--- src/rtl/adc_avg_sequencer.sv ---
// Sequences ADC conversions and publishes the truncated mean of each 2**AVG_LOG2-sample batch.
// Registered outputs, one cycle behind the state decision; hold_enable parks the sequencer between conversions.
module adc_avg_sequencer #(
    parameter int DATA_W   = 12,
    parameter int AVG_LOG2 = 2,
    parameter int TIMEOUT  = 255
) (
    input  logic                clk,
    input  logic                rst,
    input  logic                hold_enable,
    input  logic                sample_valid,
    input  logic [DATA_W-1:0]   sample_data,
    output logic                conv_start,
    output logic [DATA_W-1:0]   avg_out,
    output logic                avg_valid,
    output logic                timeout_err,
    output logic [1:0]          state_out,
    output logic [AVG_LOG2:0]   sample_cnt
);

    localparam int ACC_W = DATA_W + AVG_LOG2;
    localparam int TMO_W = $clog2(TIMEOUT + 1);
    localparam logic [AVG_LOG2:0] BATCH_N  = (AVG_LOG2 + 1)'(1 << AVG_LOG2);
    localparam logic [TMO_W-1:0]  TMO_LAST = TMO_W'(TIMEOUT - 1);

    typedef enum logic [1:0] {
        ST_START   = 2'd0,
        ST_WAIT    = 2'd1,
        ST_AVERAGE = 2'd2,
        ST_HOLD    = 2'd3
    } state_t;

    state_t              state, state_nxt;
    logic [ACC_W-1:0]    acc, acc_nxt;
    logic [TMO_W-1:0]    tmo_cnt, tmo_cur, tmo_nxt;
    logic [AVG_LOG2:0]   cnt_nxt;
    logic                conv_nxt;
    logic [DATA_W-1:0]   avg_nxt;
    logic                avg_vld_nxt;
    logic                err_nxt;

    always_ff @(posedge clk) begin
        if (rst) begin
            state       <= ST_START;
            acc         <= '0;
            tmo_cnt     <= '0;
            sample_cnt  <= '0;
            conv_start  <= 1'b0;
            avg_out     <= '0;
            avg_valid   <= 1'b0;
            timeout_err <= 1'b0;
        end else begin
            state       <= state_nxt;
            acc         <= acc_nxt;
            tmo_cnt     <= tmo_nxt;
            sample_cnt  <= cnt_nxt;
            conv_start  <= conv_nxt;
            avg_out     <= avg_nxt;
            avg_valid   <= avg_vld_nxt;
            timeout_err <= err_nxt;
        end
    end

    always_comb begin
        state_nxt   = state;
        acc_nxt     = acc;
        tmo_nxt     = tmo_cnt;
        cnt_nxt     = sample_cnt;
        conv_nxt    = 1'b0;
        avg_nxt     = avg_out;
        avg_vld_nxt = 1'b0;
        err_nxt     = timeout_err;
        // conv_start marks the first WAIT cycle, so the wait count restarts there
        tmo_cur     = conv_start ? '0 : tmo_cnt;

        case (state)
            ST_START: begin
                if (hold_enable) begin
                    state_nxt = ST_HOLD;
                    acc_nxt   = '0;
                    cnt_nxt   = '0;
                end else begin
                    state_nxt = ST_WAIT;
                    conv_nxt  = 1'b1;
                end
            end
            ST_WAIT: begin
                tmo_nxt = tmo_cur + TMO_W'(1);
                if (sample_valid) begin
                    acc_nxt   = acc + ACC_W'(sample_data);
                    cnt_nxt   = sample_cnt + 1'b1;
                    state_nxt = (cnt_nxt == BATCH_N) ? ST_AVERAGE : ST_START;
                end else if (tmo_cur == TMO_LAST) begin
                    // abandon this conversion but keep the partial batch for the retry
                    err_nxt   = 1'b1;
                    state_nxt = ST_START;
                end
            end
            ST_AVERAGE: begin
                avg_nxt     = acc[ACC_W-1:AVG_LOG2];
                avg_vld_nxt = 1'b1;
                acc_nxt     = '0;
                cnt_nxt     = '0;
                state_nxt   = ST_START;
            end
            ST_HOLD: begin
                if (!hold_enable) state_nxt = ST_START;
            end
            default: state_nxt = ST_START;
        endcase
    end

    assign state_out = state;

endmodule
--- config.mk ---
export PLATFORM = sky130hd
export DESIGN_NAME = adc_avg_sequencer
export DESIGN_NICKNAME = d
export VERILOG_FILES = /design/src/rtl/adc_avg_sequencer.sv
export SDC_FILE = /design/constraint.sdc
export NUM_CORES = 1
export LEC_CHECK = 0
export ABC_AREA = 0
export CORE_MARGIN = 2
export CORE_UTILIZATION = 30
export CTS_CLUSTER_DIAMETER = 120
export CTS_CLUSTER_SIZE = 8
export DETAILED_ROUTE_END_ITERATION = 8
export PLACE_DENSITY = 0.59
export SYNTH_ARGS = -nofsm -noshare
export SYNTH_HDL_FRONTEND = slang
export SYNTH_SLANG_ARGS = --single-unit
--- constraint.sdc ---
create_clock -name clk -period 2.39 [get_ports clk]
set_input_delay 0.5975 -clock clk [delete_from_list [all_inputs] [get_ports clk]]
set_output_delay 0.5975 -clock clk [all_outputs]
set_load 0.02 [all_outputs]
==> impl_metrics.json, run 1 <==
{
  "netlist_top_cells_count": "nand2_1, dfxtp_1, a21oi_1, nor2_1, nand3_1",
  "timing.final.crit_share_pct": 96.0,
  "clock_sinks": 42,
  "die_area_um2": 8700,
  "yosysMostFrequentCell": "nand2_1",
  "synth_top_area_share_pct": 35.2,
  "clk_latency_ns": 0.30,
  "fp.dieH_um": 93.3,
  "fmax_ghz": 0.436,
  "io_buffers": 35,
  "hold_violations": 0,
  "drv_slew": 0,
  "path_max_fanout": 3,
  "post_drt_via_cell_ratio": 5.03,
  "ys_ff_latch": 42,
  "grt_pass1_vias": 2222,
  "drive_above_1_share_pct": 14.5,
  "cap_violations": 0,
  "status": "complete, no violations",
  "hold_buffers": 0,
  "yosys.area_share.simple_pct": 27.6,
  "place_inst": 453,
  "synthCells": 302,
  "clockBufferDepth": 2,
  "syn_nets": 335,
  "synth-xor-area-share_pct": 1.10,
  "crit_path_start_kind": "primary input",
  "grt_usage_pct": 15.2,
  "htreeDepth": 2,
  "finalWeightedCongestion": 0.867,
  "worstPathRequired_ns": 2.60,
  "synth_warnings": 0,
  "dr.pass1.iters": 5,
  "synthFlopType": "dfxtp_1",
  "crit_arrival_ns": 2.50,
  "gr-total-overflow": 0,
  "rsz0062_at_grt": "no",
  "fin_skew_ns": 0.00979,
  "layout-area-overhead-vs-synth_pct": 31.9,
  "grt_pass1_wl_um": 10700,
  "synth_edf_count": 0,
  "cts_tree": "yes",
  "async_reset_ff_share_pct": 0,
  "yosys.area.top_type": "dfxtp_1",
  "clk_pin_slew_ns": 0.08,
  "ant_nets": 0,
  "power_leakage_nw": 1.20,
  "start_util_pct": 30.9,
  "cp-end-kind": "flip-flop",
  "power_density_nw_per_um2": 492,
  "fp.coreArea_um2": 7730,
  "vias": 2321,
  "antenna_found_initial": 0,
  "dieWidth_um": 93.3,
  "hpwl_um": 4780,
  "synth_top_family_by_area": "simple AND/OR/NAND/NOR gates",
  "period_minus_slack_ns": 2.29,
  "yosysSeqAreaShare_pct": 35.2,
  "numCtsBuffers": 5,
  "drt_iter0_drc": 165,
  "critPathKind": "primary input to flip-flop",
  "wire_per_inst_um": 13.7,
  "num_rows": 32,
  "fin_tns_setup_ns": 0,
  "avgSynthCellArea_um2": 7.91,
  "final_util_pct": 40.8,
  "cts_root_buffer": "clkbuf_8",
  "synth_fa_ha_area_share_pct": 9.21,
  "synth.area.mux_share_pct": 0.838,
  "hp-class": "flip-flop to flip-flop",
  "ir_worst_vdd_uv": 254,
  "relSlewSlack_pct": 65.8,
  "wl_um": 6300,
  "worst_pin_slew_ns": 0.513,
  "synth_cell_types": 53,
  "num_antenna_cells": 0,
  "post_cts_buffers": 0,
  "ys_top_cells_by_area": "dfxtp_1, ha_1, nand2_1",
  "layout.nets": 391,
  "grt_max_degree": 21,
  "synth-compound-area-share_pct": 21.8,
  "fin_cells": 461,
  "syn-cell-area_um2": 2390,
  "setup_viol": 0,
  "pin_count": 36,
  "drc": 0
}
==> critical path, cell delays in order <==
cell and delay [ns]:
clkdlybuf4s50_1 0.44, ha_1 0.35, buf_4 0.13, nand4_2 0.12, a2111oi_2 0.42, a21oi_2 0.09
a211o_1 0.27, o211ai_1 0.09
==> power by group <==
part           internal [W]  total, W  switching [W]
Combinational      0.000156  0.000336       0.000180
Clock              0.000207  0.000467       0.000260
Sequential         0.000721  0.000749      0.0000283
Total               0.00108   0.00155       0.000468
==> stage by stage <==
stage,cell area [µm²],hold WS [ns],worst slack [ns],power [W]
6_report,3150,0.462,0.0967,0.00155
5_1_grt,3150,0.481,0.0129,0.00164
4_1_cts,3110,0.466,0.0283,0.00156
3_5_place_dp,3030,0.451,-0.325,0.00109
3_3_place_gp,3030,0.445,-0.316,0.00109
2_1_floorplan,2390,0.436,0.247,0.000949
==> cell type report <==
type / count / area (µm²)
fillers: 788 / 4580
multi-input cells: 235 / 1490
flip-flops and latches: 42 / 841
repair buffers: 65 / 576
well taps: 102 / 128
clock buffers: 6 / 72.6
inverters: 9 / 33.8
clock inverters: 2 / 13.8
==> final timing paths <==
check / slack, ns / start / depth (start not counted) / to
worst max-delay path: 0.1 / sample_data[5] / 8 / acc[11]
worst min-delay path: 0.46 / avg_out[5] / 2 / avg_out[5]
worst max register to register: 0.50 / acc[5] / 7 / acc[11]
worst min register to register: 0.46 / avg_out[5] / 2 / avg_out[5]
==> cells by family after synthesis <==
family	after synthesis
xor gates and xnor gates	3
muxes	2
adders and majority gates	17
buffers and inverters	25
DFF	42
and+or+nand+nor	134
AOI/OAI and AO/OA	79
==> layout by cell type (no fill, tap or decap), types with 3 or more instances in the layout <==
cell type | netlist | routed
nand2_1 | 46 | 46
dfxtp_1 | 42 | 42
clkdlybuf4s50_1 | 0 | 35
nor2_1 | 30 | 30
buf_4 | 0 | 30
a21oi_1 | 31 | 29
nand3_1 | 18 | 18
ha_1 | 16 | 16
o21ai_0 | 11 | 11
inv_1 | 7 | 7
nor3_1 | 6 | 6
a211oi_1 | 6 | 5
clkbuf_8 | 0 | 5
nand2b_1 | 4 | 4
nand4_1 | 4 | 4
or3_1 | 4 | 4
a21o_1 | 3 | 3
a21oi_2 | 1 | 3
o21ba_1 | 3 | 3
o21ai_1 | 3 | 3
a211o_1 | 3 | 3
nand3b_1 | 3 | 3
or4_1 | 3 | 3
==> sequential cells by signal, summed over array words and instances (netlist names) <==
signal	flops
acc	14
avg_out	12
tmo_cnt	8
sample_cnt	3
state_out	2
avg_valid	1
conv_start	1
timeout_err	1
==> layer usage <==
metal	track usage, %	vias up	wire [µm]
met3	3.63	8	247
met2	23.7	41	2880
met5	0	-	0
li1	-	1192	-
met1	21.0	1080	3100
met4	3.55	0	74
==> repair_timing <==
item | 4_1_cts | 5_1_grt
gates resized for setup | 1 | 7
pin swaps | 0 | 1
setup endpoints to repair | 2 | 7
No activity file was read; power rests on OpenSTA's default activity.
==> run 2, diff against run 1 <==
--- a/config.mk
+++ b/config.mk
@@ -6,6 +6,7 @@
 export NUM_CORES = 1
 export LEC_CHECK = 0
 export ABC_AREA = 0
+export ABC_CLOCK_PERIOD_IN_PS = 2390
 export CORE_MARGIN = 2
 export CORE_UTILIZATION = 30
 export CTS_CLUSTER_DIAMETER = 120
==> results of run 2 <==
Final layout, timing and power as in run 1 (identical DEF).
